## src/rtl/datapath_ctrl_if.sv

```systemverilog
// Control/status bundle between datapath_ctrl and the datapath + memory model.
// The controller uses the master modport; the datapath/memory side uses slave.
interface datapath_ctrl_if;
  logic [3:0] ir_1;
  logic [1:0] ir_2;
  logic [2:0] funct;
  logic       mem_ready;

  logic       ldMDR, ldMAR, ldIR, ldALUreg, ldSP, ldPC, ldReg;
  logic       Tmdr, Tlabel, Tpc, Tsp, Treg;
  logic       ALUon;
  logic [2:0] fnSelect;
  logic       mm;
  logic       pc_inc, sp_inc, sp_dec;
  logic       mem_rd, mem_wr;
  logic       halted, illegal;

  modport master (
    input  ir_1, ir_2, funct, mem_ready,
    output ldMDR, ldMAR, ldIR, ldALUreg, ldSP, ldPC, ldReg,
    output Tmdr, Tlabel, Tpc, Tsp, Treg,
    output ALUon, fnSelect, mm,
    output pc_inc, sp_inc, sp_dec,
    output mem_rd, mem_wr, halted, illegal
  );

  modport slave (
    output ir_1, ir_2, funct, mem_ready,
    input  ldMDR, ldMAR, ldIR, ldALUreg, ldSP, ldPC, ldReg,
    input  Tmdr, Tlabel, Tpc, Tsp, Treg,
    input  ALUon, fnSelect, mm,
    input  pc_inc, sp_inc, sp_dec,
    input  mem_rd, mem_wr, halted, illegal
  );
endinterface

```

## src/rtl/datapath_ctrl.sv

```systemverilog
// Moore fetch-decode-execute controller for the 16-bit datapath.
// A 3-bit op register, loaded in DEC, steers the states shared between instructions.
module datapath_ctrl (
  input  logic            clk,
  input  logic            rst_n,
  datapath_ctrl_if.master bus
);

  typedef enum logic [3:0] {
    S_RST, S_FA, S_FM, S_FI, S_DEC, S_AEX, S_AWB, S_MA,
    S_MR, S_MWB, S_WD, S_MW, S_SPA, S_JMP, S_HLT, S_ILL
  } state_t;

  typedef enum logic [2:0] {
    OP_NONE, OP_ALU, OP_LOAD, OP_STORE, OP_PUSH, OP_POP, OP_JMP
  } op_t;

  state_t state_q, state_d;
  op_t    op_q, op_d;

  always_ff @(posedge clk or negedge rst_n) begin
    if (!rst_n) begin
      state_q <= S_RST;
      op_q    <= OP_NONE;
    end else begin
      state_q <= state_d;
      op_q    <= op_d;
    end
  end

  always_comb begin
    state_d      = state_q;
    op_d         = op_q;
    bus.ldMDR    = 1'b0;
    bus.ldMAR    = 1'b0;
    bus.ldIR     = 1'b0;
    bus.ldALUreg = 1'b0;
    bus.ldSP     = 1'b0;
    bus.ldPC     = 1'b0;
    bus.ldReg    = 1'b0;
    bus.Tmdr     = 1'b0;
    bus.Tlabel   = 1'b0;
    bus.Tpc      = 1'b0;
    bus.Tsp      = 1'b0;
    bus.Treg     = 1'b0;
    bus.ALUon    = 1'b0;
    bus.fnSelect = 3'b000;
    bus.mm       = 1'b0;
    bus.pc_inc   = 1'b0;
    bus.sp_inc   = 1'b0;
    bus.sp_dec   = 1'b0;
    bus.mem_rd   = 1'b0;
    bus.mem_wr   = 1'b0;
    bus.halted   = 1'b0;
    bus.illegal  = 1'b0;

    case (state_q)
      S_RST: state_d = S_FA;
      S_FA: begin
        bus.Tpc   = 1'b1;
        bus.ldMAR = 1'b1;
        state_d   = S_FM;
      end
      S_FM: begin
        bus.mem_rd = 1'b1;
        bus.ldMDR  = 1'b1;
        if (bus.mem_ready) state_d = S_FI;
      end
      S_FI: begin
        bus.Tmdr   = 1'b1;
        bus.ldIR   = 1'b1;
        bus.pc_inc = 1'b1;
        state_d    = S_DEC;
      end
      S_DEC: begin
        case (bus.ir_1)
          4'b0000: begin state_d = S_AEX; op_d = OP_ALU;   end
          4'b0010: begin state_d = S_MA;  op_d = OP_LOAD;  end
          4'b0011: begin state_d = S_MA;  op_d = OP_STORE; end
          4'b0100: begin state_d = S_SPA; op_d = OP_PUSH;  end
          4'b0101: begin state_d = S_SPA; op_d = OP_POP;   end
          4'b0110: begin state_d = S_JMP; op_d = OP_JMP;   end
          4'b1111: begin state_d = S_HLT; op_d = OP_NONE;  end
          default: begin state_d = S_ILL; op_d = OP_NONE;  end
        endcase
      end
      S_AEX: begin
        bus.ALUon    = 1'b1;
        bus.ldALUreg = 1'b1;
        bus.fnSelect = bus.funct;
        bus.mm       = bus.ir_2[0];
        state_d      = S_AWB;
      end
      S_AWB: begin
        bus.Treg  = 1'b1;
        bus.ldReg = 1'b1;
        state_d   = S_FA;
      end
      S_MA: begin
        bus.Tlabel = 1'b1;
        bus.ldMAR  = 1'b1;
        state_d    = (op_q == OP_LOAD) ? S_MR : S_WD;
      end
      // SP is stepped and latched into MAR in the same cycle, so MAR sees the old SP.
      S_SPA: begin
        bus.Tsp    = 1'b1;
        bus.ldMAR  = 1'b1;
        bus.sp_dec = (op_q == OP_PUSH);
        bus.sp_inc = (op_q == OP_POP);
        state_d    = (op_q == OP_PUSH) ? S_WD : S_MR;
      end
      S_MR: begin
        bus.mem_rd = 1'b1;
        bus.ldMDR  = 1'b1;
        if (bus.mem_ready) state_d = S_MWB;
      end
      S_MWB: begin
        bus.Tmdr  = 1'b1;
        bus.ldReg = 1'b1;
        state_d   = S_FA;
      end
      S_WD: begin
        bus.Treg  = 1'b1;
        bus.ldMDR = 1'b1;
        state_d   = S_MW;
      end
      S_MW: begin
        bus.mem_wr = 1'b1;
        if (bus.mem_ready) state_d = S_FA;
      end
      S_JMP: begin
        bus.Tlabel = 1'b1;
        bus.ldPC   = 1'b1;
        state_d    = S_FA;
      end
      S_HLT: bus.halted = 1'b1;
      S_ILL: bus.illegal = 1'b1;
      default: state_d = S_RST;
    endcase
  end

endmodule

```

## src/flat_wrapper.sv

```systemverilog
// flat-port wrapper written by rule: the top's interface ports become plain ports
module datapath_ctrl_flat 
  (clk, rst_n, bus_ir_1, bus_ir_2, bus_funct, bus_mem_ready, bus_ldMDR, bus_ldMAR, bus_ldIR, bus_ldALUreg, bus_ldSP, bus_ldPC, bus_ldReg, bus_Tmdr, bus_Tlabel, bus_Tpc, bus_Tsp, bus_Treg, bus_ALUon, bus_fnSelect, bus_mm, bus_pc_inc, bus_sp_inc, bus_sp_dec, bus_mem_rd, bus_mem_wr, bus_halted, bus_illegal);
  datapath_ctrl_if bus_i ();
  input  logic clk;
  input  logic rst_n;
  input wire logic [$bits(bus_i.ir_1)-1:0] bus_ir_1;
  input wire logic [$bits(bus_i.ir_2)-1:0] bus_ir_2;
  input wire logic [$bits(bus_i.funct)-1:0] bus_funct;
  input wire logic [$bits(bus_i.mem_ready)-1:0] bus_mem_ready;
  output wire logic [$bits(bus_i.ldMDR)-1:0] bus_ldMDR;
  output wire logic [$bits(bus_i.ldMAR)-1:0] bus_ldMAR;
  output wire logic [$bits(bus_i.ldIR)-1:0] bus_ldIR;
  output wire logic [$bits(bus_i.ldALUreg)-1:0] bus_ldALUreg;
  output wire logic [$bits(bus_i.ldSP)-1:0] bus_ldSP;
  output wire logic [$bits(bus_i.ldPC)-1:0] bus_ldPC;
  output wire logic [$bits(bus_i.ldReg)-1:0] bus_ldReg;
  output wire logic [$bits(bus_i.Tmdr)-1:0] bus_Tmdr;
  output wire logic [$bits(bus_i.Tlabel)-1:0] bus_Tlabel;
  output wire logic [$bits(bus_i.Tpc)-1:0] bus_Tpc;
  output wire logic [$bits(bus_i.Tsp)-1:0] bus_Tsp;
  output wire logic [$bits(bus_i.Treg)-1:0] bus_Treg;
  output wire logic [$bits(bus_i.ALUon)-1:0] bus_ALUon;
  output wire logic [$bits(bus_i.fnSelect)-1:0] bus_fnSelect;
  output wire logic [$bits(bus_i.mm)-1:0] bus_mm;
  output wire logic [$bits(bus_i.pc_inc)-1:0] bus_pc_inc;
  output wire logic [$bits(bus_i.sp_inc)-1:0] bus_sp_inc;
  output wire logic [$bits(bus_i.sp_dec)-1:0] bus_sp_dec;
  output wire logic [$bits(bus_i.mem_rd)-1:0] bus_mem_rd;
  output wire logic [$bits(bus_i.mem_wr)-1:0] bus_mem_wr;
  output wire logic [$bits(bus_i.halted)-1:0] bus_halted;
  output wire logic [$bits(bus_i.illegal)-1:0] bus_illegal;
  assign bus_i.ir_1 = bus_ir_1;
  assign bus_i.ir_2 = bus_ir_2;
  assign bus_i.funct = bus_funct;
  assign bus_i.mem_ready = bus_mem_ready;
  assign bus_ldMDR = bus_i.ldMDR;
  assign bus_ldMAR = bus_i.ldMAR;
  assign bus_ldIR = bus_i.ldIR;
  assign bus_ldALUreg = bus_i.ldALUreg;
  assign bus_ldSP = bus_i.ldSP;
  assign bus_ldPC = bus_i.ldPC;
  assign bus_ldReg = bus_i.ldReg;
  assign bus_Tmdr = bus_i.Tmdr;
  assign bus_Tlabel = bus_i.Tlabel;
  assign bus_Tpc = bus_i.Tpc;
  assign bus_Tsp = bus_i.Tsp;
  assign bus_Treg = bus_i.Treg;
  assign bus_ALUon = bus_i.ALUon;
  assign bus_fnSelect = bus_i.fnSelect;
  assign bus_mm = bus_i.mm;
  assign bus_pc_inc = bus_i.pc_inc;
  assign bus_sp_inc = bus_i.sp_inc;
  assign bus_sp_dec = bus_i.sp_dec;
  assign bus_mem_rd = bus_i.mem_rd;
  assign bus_mem_wr = bus_i.mem_wr;
  assign bus_halted = bus_i.halted;
  assign bus_illegal = bus_i.illegal;
  datapath_ctrl u_core (.clk(clk), .rst_n(rst_n), .bus(bus_i));
endmodule
```

## config.mk

```make
export PLATFORM = sky130hd
export DESIGN_NAME = datapath_ctrl_flat
export DESIGN_NICKNAME = d
export VERILOG_FILES = /design/src/rtl/datapath_ctrl_if.sv /design/src/rtl/datapath_ctrl.sv /design/src/flat_wrapper.sv
export SDC_FILE = /design/constraint.sdc
export NUM_CORES = 1
export LEC_CHECK = 0
export BUFFER_PORTS_ARGS = -buffer_cell sky130_fd_sc_hd__buf_2
export CORE_UTILIZATION = 44
export CTS_CLUSTER_DIAMETER = 50
export DETAILED_ROUTE_END_ITERATION = 12
export PLACE_DENSITY = 0.8
export SYNTH_ARGS = -nofsm -noshare
export SYNTH_HDL_FRONTEND = slang
export SYNTH_SLANG_ARGS = --single-unit
```

## constraint.sdc

```tcl
create_clock -name clk -period 1.8 [get_ports clk]
set_input_delay 0.36 -clock clk [delete_from_list [all_inputs] [get_ports clk]]
set_output_delay 0.36 -clock clk [all_outputs]
set_load 0.02 [all_outputs]
```

==> impl_results.md, run 1 <==
- Outcome: finished, final reports clean
- Pin count of the biggest net entering global routing: 15
- Power per cell area: 1830 nW/um^2
- Die X: 42.0 um
- Mapped Avg Cell Area: 7.04 um^2
- IO buf count: 33
- Hold Vio Cnt, Final: 0
- CTS tree: done
- Avg Vias per Cell: 5.48
- Design area: 930 um^2
- DRC: 0
- Antenna Violating Nets Remaining: 0
- Synthesis-to-layout area growth: 32.0%
- Max Clock Skew: 0.00375 ns
- Layout cells sized above 1: 38.6%
- WS Path Type: reg2out
- Core ar.: 1510 um^2
- Minimum clock period: 1.77 ns
- Max-cap violations: 0
- Multi-input logic area: 474 um^2
- Routed WL per cell: 11.3 um
- Critical path fanouts, max: 10
- Initial Util: 46.8%
- DP Wirelength: 1270 um
- Htree depth: 1
- Placed Area: 861 um^2
- Total grt overflow: 0
- Vias in the first global route: 701
- Crit path DAT: 1.41 ns
- Initial drt markers: 18
- Synth Cell Area: 704 um^2
- Die extent in y: 42.0 um
- RSZ-0062 raised after global routing: true
- Required @ worst endpoint: 1.44 ns
- Clk_lat worst skew: 0.25 ns
- Most frequent cells in the layout: buf_2 (31), nor2_1 (14), nand2_1 (11), dfrtp_1 (6)
- Die area: 1760 um^2
- Routability Congestion: 0.823
- FILL cells: 136
- Syn. warnings: 0
- Number of placement rows: 14
- Sequential area share after synthesis: 24.9%
- CTS Buf Count: 3
- Setup Slack @ Placement: 0.237 ns
- Fmax: 567 MHz
- First-pass GRT wire length: 2750 um
- Most common cell after layout, fill and taps aside: buf_2
- Number of synthesized register bits: 7
- Hold slack final: 0.373 ns
- Initial antenna violation count: 0
- Pins Over Slew Limit: 0
- # setup viols final: 0
- Gr usage total: 20.0%
- CTS clk-pin slew, worst paths: 0.05 ns
- N_diodes: 0
- Setup TNS: 0 ns
- Critical Path End Type: output port
- Maximum vdd drop: 0.818 mV
- Final worst slack: 0.0348 ns
- Detailed Route WL: 1670 um
- Hold crit path type: in2reg
- Leakage: 0.483 nW
- Tot Pwr: 0.00170 W
- Register Area: 176 um^2
- Final net count: 145
- Fin crit share: 98.1%
- CP Launch Type: register
- Cells after Synth: 100
- Netlist cell types: 35
- Drt pass-1 iters: 4
- Sink Count: 7
- CTS Buffer Depth: 2
- Routed vias: 811
- CTS root buffer: clkbuf_4
- Post-Syn Nets: 112
- # IOs: 36
==> what timing repair did <==
action	in CTS	in global routing
buffers inserted	0	0
hold endpoints to repair	7	0
endpoints found under the setup margin	3	9
hold buffers	1	0
gates resized for setup	2	6
pin swaps	0	0
==> worst paths after layout <==
check	from	to	slack, ns	cells after the start
max	u_core.state_q[3]	bus_Tmdr	0.03	5
min	bus_ir_1[3]	u_core.op_q[0]	0.37	2
max reg2reg	u_core.state_q[0]	u_core.state_q[1]	0.26	5
min reg2reg	u_core.op_q[0]	u_core.op_q[0]	0.53	2
max in group asynchronous	rst_n	u_core.state_q[2]	1.17	2
min in group asynchronous	rst_n	u_core.state_q[3]	0.47	2
==> registers in the layout (all words and copies together) (netlist names) <==
register,cells
u_core.op_q,3
u_core.state_q,4
==> synth_stat cells (all sizes together) <==
cell	instances	area [um^2]
nand3	3	15.0
nand4b	1	8.76
o211ai	1	7.51
a211oi	1	7.51
clkbuf	2	7.51
buf	8	56.3
dfrtp	7	175
a21oi	5	25.0
nand2	12	47.6
a2bb2oi	2	23.8
inv	5	18.8
nor3	5	25.0
a31oi	2	12.5
o22ai	3	18.8
and2	5	31.3
xor2	1	8.76
and3	2	17.5
nor2b	4	25.0
a31o	2	17.5
o31ai	1	7.51
nor3b	1	7.51
nand3b	1	7.51
nor2	15	56.3
o21ai	5	25.0
and4bb	1	16.3
conb	1	3.75
xnor2	1	8.76
nand2b	2	12.5
and4b	1	10.0
==> metal layers <==
metal	part of all wire (%)	wire length, um	track usage, %	up-vias
met5	0	0	0	-
met4	3.6	60	11.3	0
met3	5.9	98	1.29	7
met2	51	860	36.6	29
met1	39	652	22.7	374
li1	-	-	-	401
==> per-stage QoR <==
stage	cells	utilization, %
final	148	61.7
after global routing	148	61.7
after floorplan	100	-
after CTS	148	59.8
after detailed placement	143	57.1
after global placement	143	57.1
==> where the power goes <==
group	total (W)	internal (W)	switching (W)
registers	0.000327	0.000239	0.0000879
clock network	0.000141	0.0000845	0.0000569
logic	0.00123	0.000493	0.000741
total	0.00170	0.000816	0.000886
==> cells by family (layout without fill, tap and decap cells) <==
kind of cell           Yosys count  after routing  synth area share, %
AO/OA/AOI/OAI                   22             22                 20.6
XOR/XNOR                         2              2                 2.49
buffers and inverters           15             47                 11.7
flip-flops                       7              7                 24.9
other                            1              1                0.532
AND/OR/NAND/NOR                 53             53                 39.8
==> area by class of cell <==
| type | instances | area share, % |
|---|---|---|
| multi-input cells | 78 | 51.0 |
| repair buffers | 38 | 23.0 |
| flip-flops and latches | 7 | 19.0 |
| clock buffers | 4 | 2.83 |
| well taps | 16 | 2.15 |
| inverters | 5 | 2.02 |
==> critical path, stage by stage (launching register included) <==
cell and delay (ns):
dfrtp_1 0.42, buf_6 0.18, xor2_2 0.17, nand2_1 0.07, nor2_1 0.12, buf_2 0.20
Power figures use the tool's default switching activity.
==> inputs of run 2 (changes only) <==
- ABC_AREA: default -> 1
- CORE_UTILIZATION: 44 -> 43
- PLACE_DENSITY: 0.8 -> 0.79
==> run 2 against run 1 <==
Routed wire length is 8.3% higher. Clock-buffer cell count unchanged. Area after synthesis down 2.8%. First-iteration DRC count up 11%. Largest power group unchanged. Utilization down 0.45 points. Sequential power hardly changed. Largest cell class unchanged. Sequential share of layout area is 0.78 points higher. Combinational power fell by 28%. Non-clock buffer count down 4.
==> impl_results.md, run 2 <==
- Initial antenna violation count: 0
- Die X: 41.9 um
- Total grt overflow: 0
- Critical path fanouts, max: 5
- Pin count of the biggest net entering global routing: 8
- Detailed Route WL: 1810 um
- Crit-path slowest cell: dfrtp_2
- Register-to-Register Path Depth: 6
- Top cells by area, synth: dfrtp_1 (26%), nand2_1 (20%), nor2_1 (13%)
- Design area: 912 um^2
- Sequential area share after synthesis: 25.6%
- CP Launch Type: register
- Most frequent cells in the layout: nand2_1 (35), buf_2 (33), inv_1 (21), nor2_1 (20), o21ai_0 (9)
- WS Path Type: reg2out
- CTS clk-pin slew, worst paths: 0.06 ns
- CTS Buf Count: 3
- Tot Pwr: 0.00136 W
- Max Clock Skew: 0.00937 ns
- Area share of and/or/nand/nor cells after synthesis: 47.9%
- Hold crit path type: in2reg
- Hold depth: 3
- Setup TNS: 0 ns
- Routed WL per cell: 10.4 um
- DP Wirelength: 1400 um
- Post-synth EDFFs: 0
- Pins Over Slew Limit: 0
- Die area: 1760 um^2
- Largest family of logic cells by synthesized area: simple AND/OR/NAND/NOR gates
- Compound-Gate Fraction of Synth Area: 10.6%
- Syn. warnings: 0
- Power per cell area: 1490 nW/um^2
- Vias in the first global route: 746
- Reg with most FFs: u_core.state_q
- Maximum vdd drop: 0.993 mV
- CTS root buffer: clkbuf_4
- Routability Congestion: 0.862
- Initial Util: 46.0%
- Antenna Violating Nets Remaining: 0
- Registers with the most flip-flops: u_core.state_q (4), u_core.op_q (3)
- Initial drt markers: 20
- Area leader, netlist: dfrtp_1
- Mapped Avg Cell Area: 5.56 um^2
- Hold Vio Cnt, Final: 0
- Avg Vias per Cell: 5.11
- Synth Cell Area: 684 um^2
- Routed vias: 890
- Most common cell after layout, fill and taps aside: nand2_1
- Htree depth: 1
- Placed Area: 847 um^2
- Largest register FFs: 4
- Fin crit share: 97.1%
- Outcome: finished, final reports clean
- Setup Slack @ Placement: 0.225 ns
- Cells after Synth: 123
- Clk_lat worst skew: 0.25 ns
- Async SR Flop Fraction: 100%
- Required @ worst endpoint: 1.44 ns
- IO buf count: 33
- Count leader, synth: nand2_1
- N_diodes: 0
- Drt pass-1 iters: 4
- Critical Path End Type: output port
- Clock share of power: 10.5%
- Leakage: 0.592 nW
- Top_reg_cell synth: dfrtp_1
- DRC: 0
- Crit path largest cell delay: 0.44 ns
- Netlist cell types: 18
- Gr usage total: 21.0%
- Largest delay contributor family on the critical path: flip-flops
- Sw frac: 55.8%
- Internal power: 0.000599 W
- Synthesis-to-layout area growth: 33.3%
- Die extent in y: 41.9 um
- First-pass GRT wire length: 2890 um
- Setup Buffers After CTS: 0
- Final net count: 171
- Core ar.: 1490 um^2
- CTS tree: done
- Comb power frac: 65.3%
- Crit path DAT: 1.39 ns
- Top-area cell type share of the netlist area: 25.6%
- Number of placement rows: 14
- CP cell instances: nand2_2, inv_1, nand2_2, inv_1, a21oi_2, nand2_1, buf_2
- # setup viols final: 0
- Max-cap violations: 0
- Synth Area in XOR/XNOR: 0%
- Hold slack final: 0.444 ns
- Psw: 0.000757 W
- Seq pwr share: 24.2%
- # IOs: 36
- Sink Count: 7
- Final worst slack: 0.0526 ns
- Commonest cells post-synth: nand2_1 (37), nor2_1 (24), inv_1 (21)
- Mux cell area share after synthesis: 0%
- Fmax: 572 MHz
- Area share of fa/ha/maj cells after synthesis: 0%
- Number of synthesized register bits: 7
- Post-Syn Nets: 135
- Crit path buf inv count: 3
- Minimum clock period: 1.75 ns
- CTS Buffer Depth: 2
- Layout cells sized above 1: 35.4%
- Levels on crit path: 7
-- run 2: cells by family (layout without fill, tap and decap cells) --
kind of cell,Yosys count,in the layout
and+or+nand+nor,77,77
buffers and inverters,25,60
AOI/OAI and AO/OA,13,13
DFF,7,7
other,1,1
-- run 2: worst paths after layout --
path | start | end | slack (ns)
min in group asynchronous | rst_n | u_core.op_q[2] | 0.47
max reg2reg | u_core.state_q[0] | u_core.op_q[0] | 0.45
min reg2reg | u_core.op_q[2] | u_core.op_q[2] | 0.54
max | u_core.state_q[2] | bus_ldMAR | 0.05
min | bus_ir_1[1] | u_core.op_q[1] | 0.44
max in group asynchronous | rst_n | u_core.state_q[1] | 1.15
-- run 2: area by class of cell --
cell class / count / area, um^2
clock buffers: 4 / 26.3
fillers: 151 / 577
inverters: 22 / 82.6
multi-input cells: 91 / 428
flip-flops and latches: 7 / 180
well taps: 16 / 20.0
repair buffers: 34 / 175
-- run 2: worst min-delay path: cells and delay by family --
family | cells | cell delay [ns]
AND/OR/NAND/NOR | 1 | 0.09
buffers and inverters | 1 | 0.13
AO/OA/AOI/OAI | 1 | 0.07
-- run 2: per-layer routing --
layer,GRT usage [%],vias to the layer above,wire length [um],share of wire (%)
met4,1.94,0,6,0.33
met2,38.4,34,933,52
met3,6.52,2,132,7.3
met5,0,-,0,0
met1,24.7,408,737,41
li1,-,446,-,-
-- run 2: metrics by stage --
stage                     util (%)  cells
final                         61.3    174
after global routing          61.3    174
after CTS                     59.7    174
after detailed placement      56.9    169
after global placement        56.9    169
after floorplan                  -    123
-- run 2: repair_timing --
| action | 4_1_cts | 5_1_grt |
|---|---|---|
| gates resized for setup | 2 | 10 |
| gates cloned | 0 | 0 |
| endpoints found under the hold margin | 7 | 0 |
| endpoints found under the setup margin | 7 | 12 |
| hold buffers | 1 | 0 |
-- run 2: power by group through the flow --
stage / registers [W] / clock network, W / logic [W]
3_3_place_gp: 0.000306 / 0 / 0.000823
4_1_cts: 0.000310 / 0.000147 / 0.000847
3_5_place_dp: 0.000309 / 0 / 0.000840
6_report: 0.000328 / 0.000143 / 0.000885
2_1_floorplan: 0.000286 / 0 / 0.000642
5_1_grt: 0.000336 / 0.000152 / 0.000980
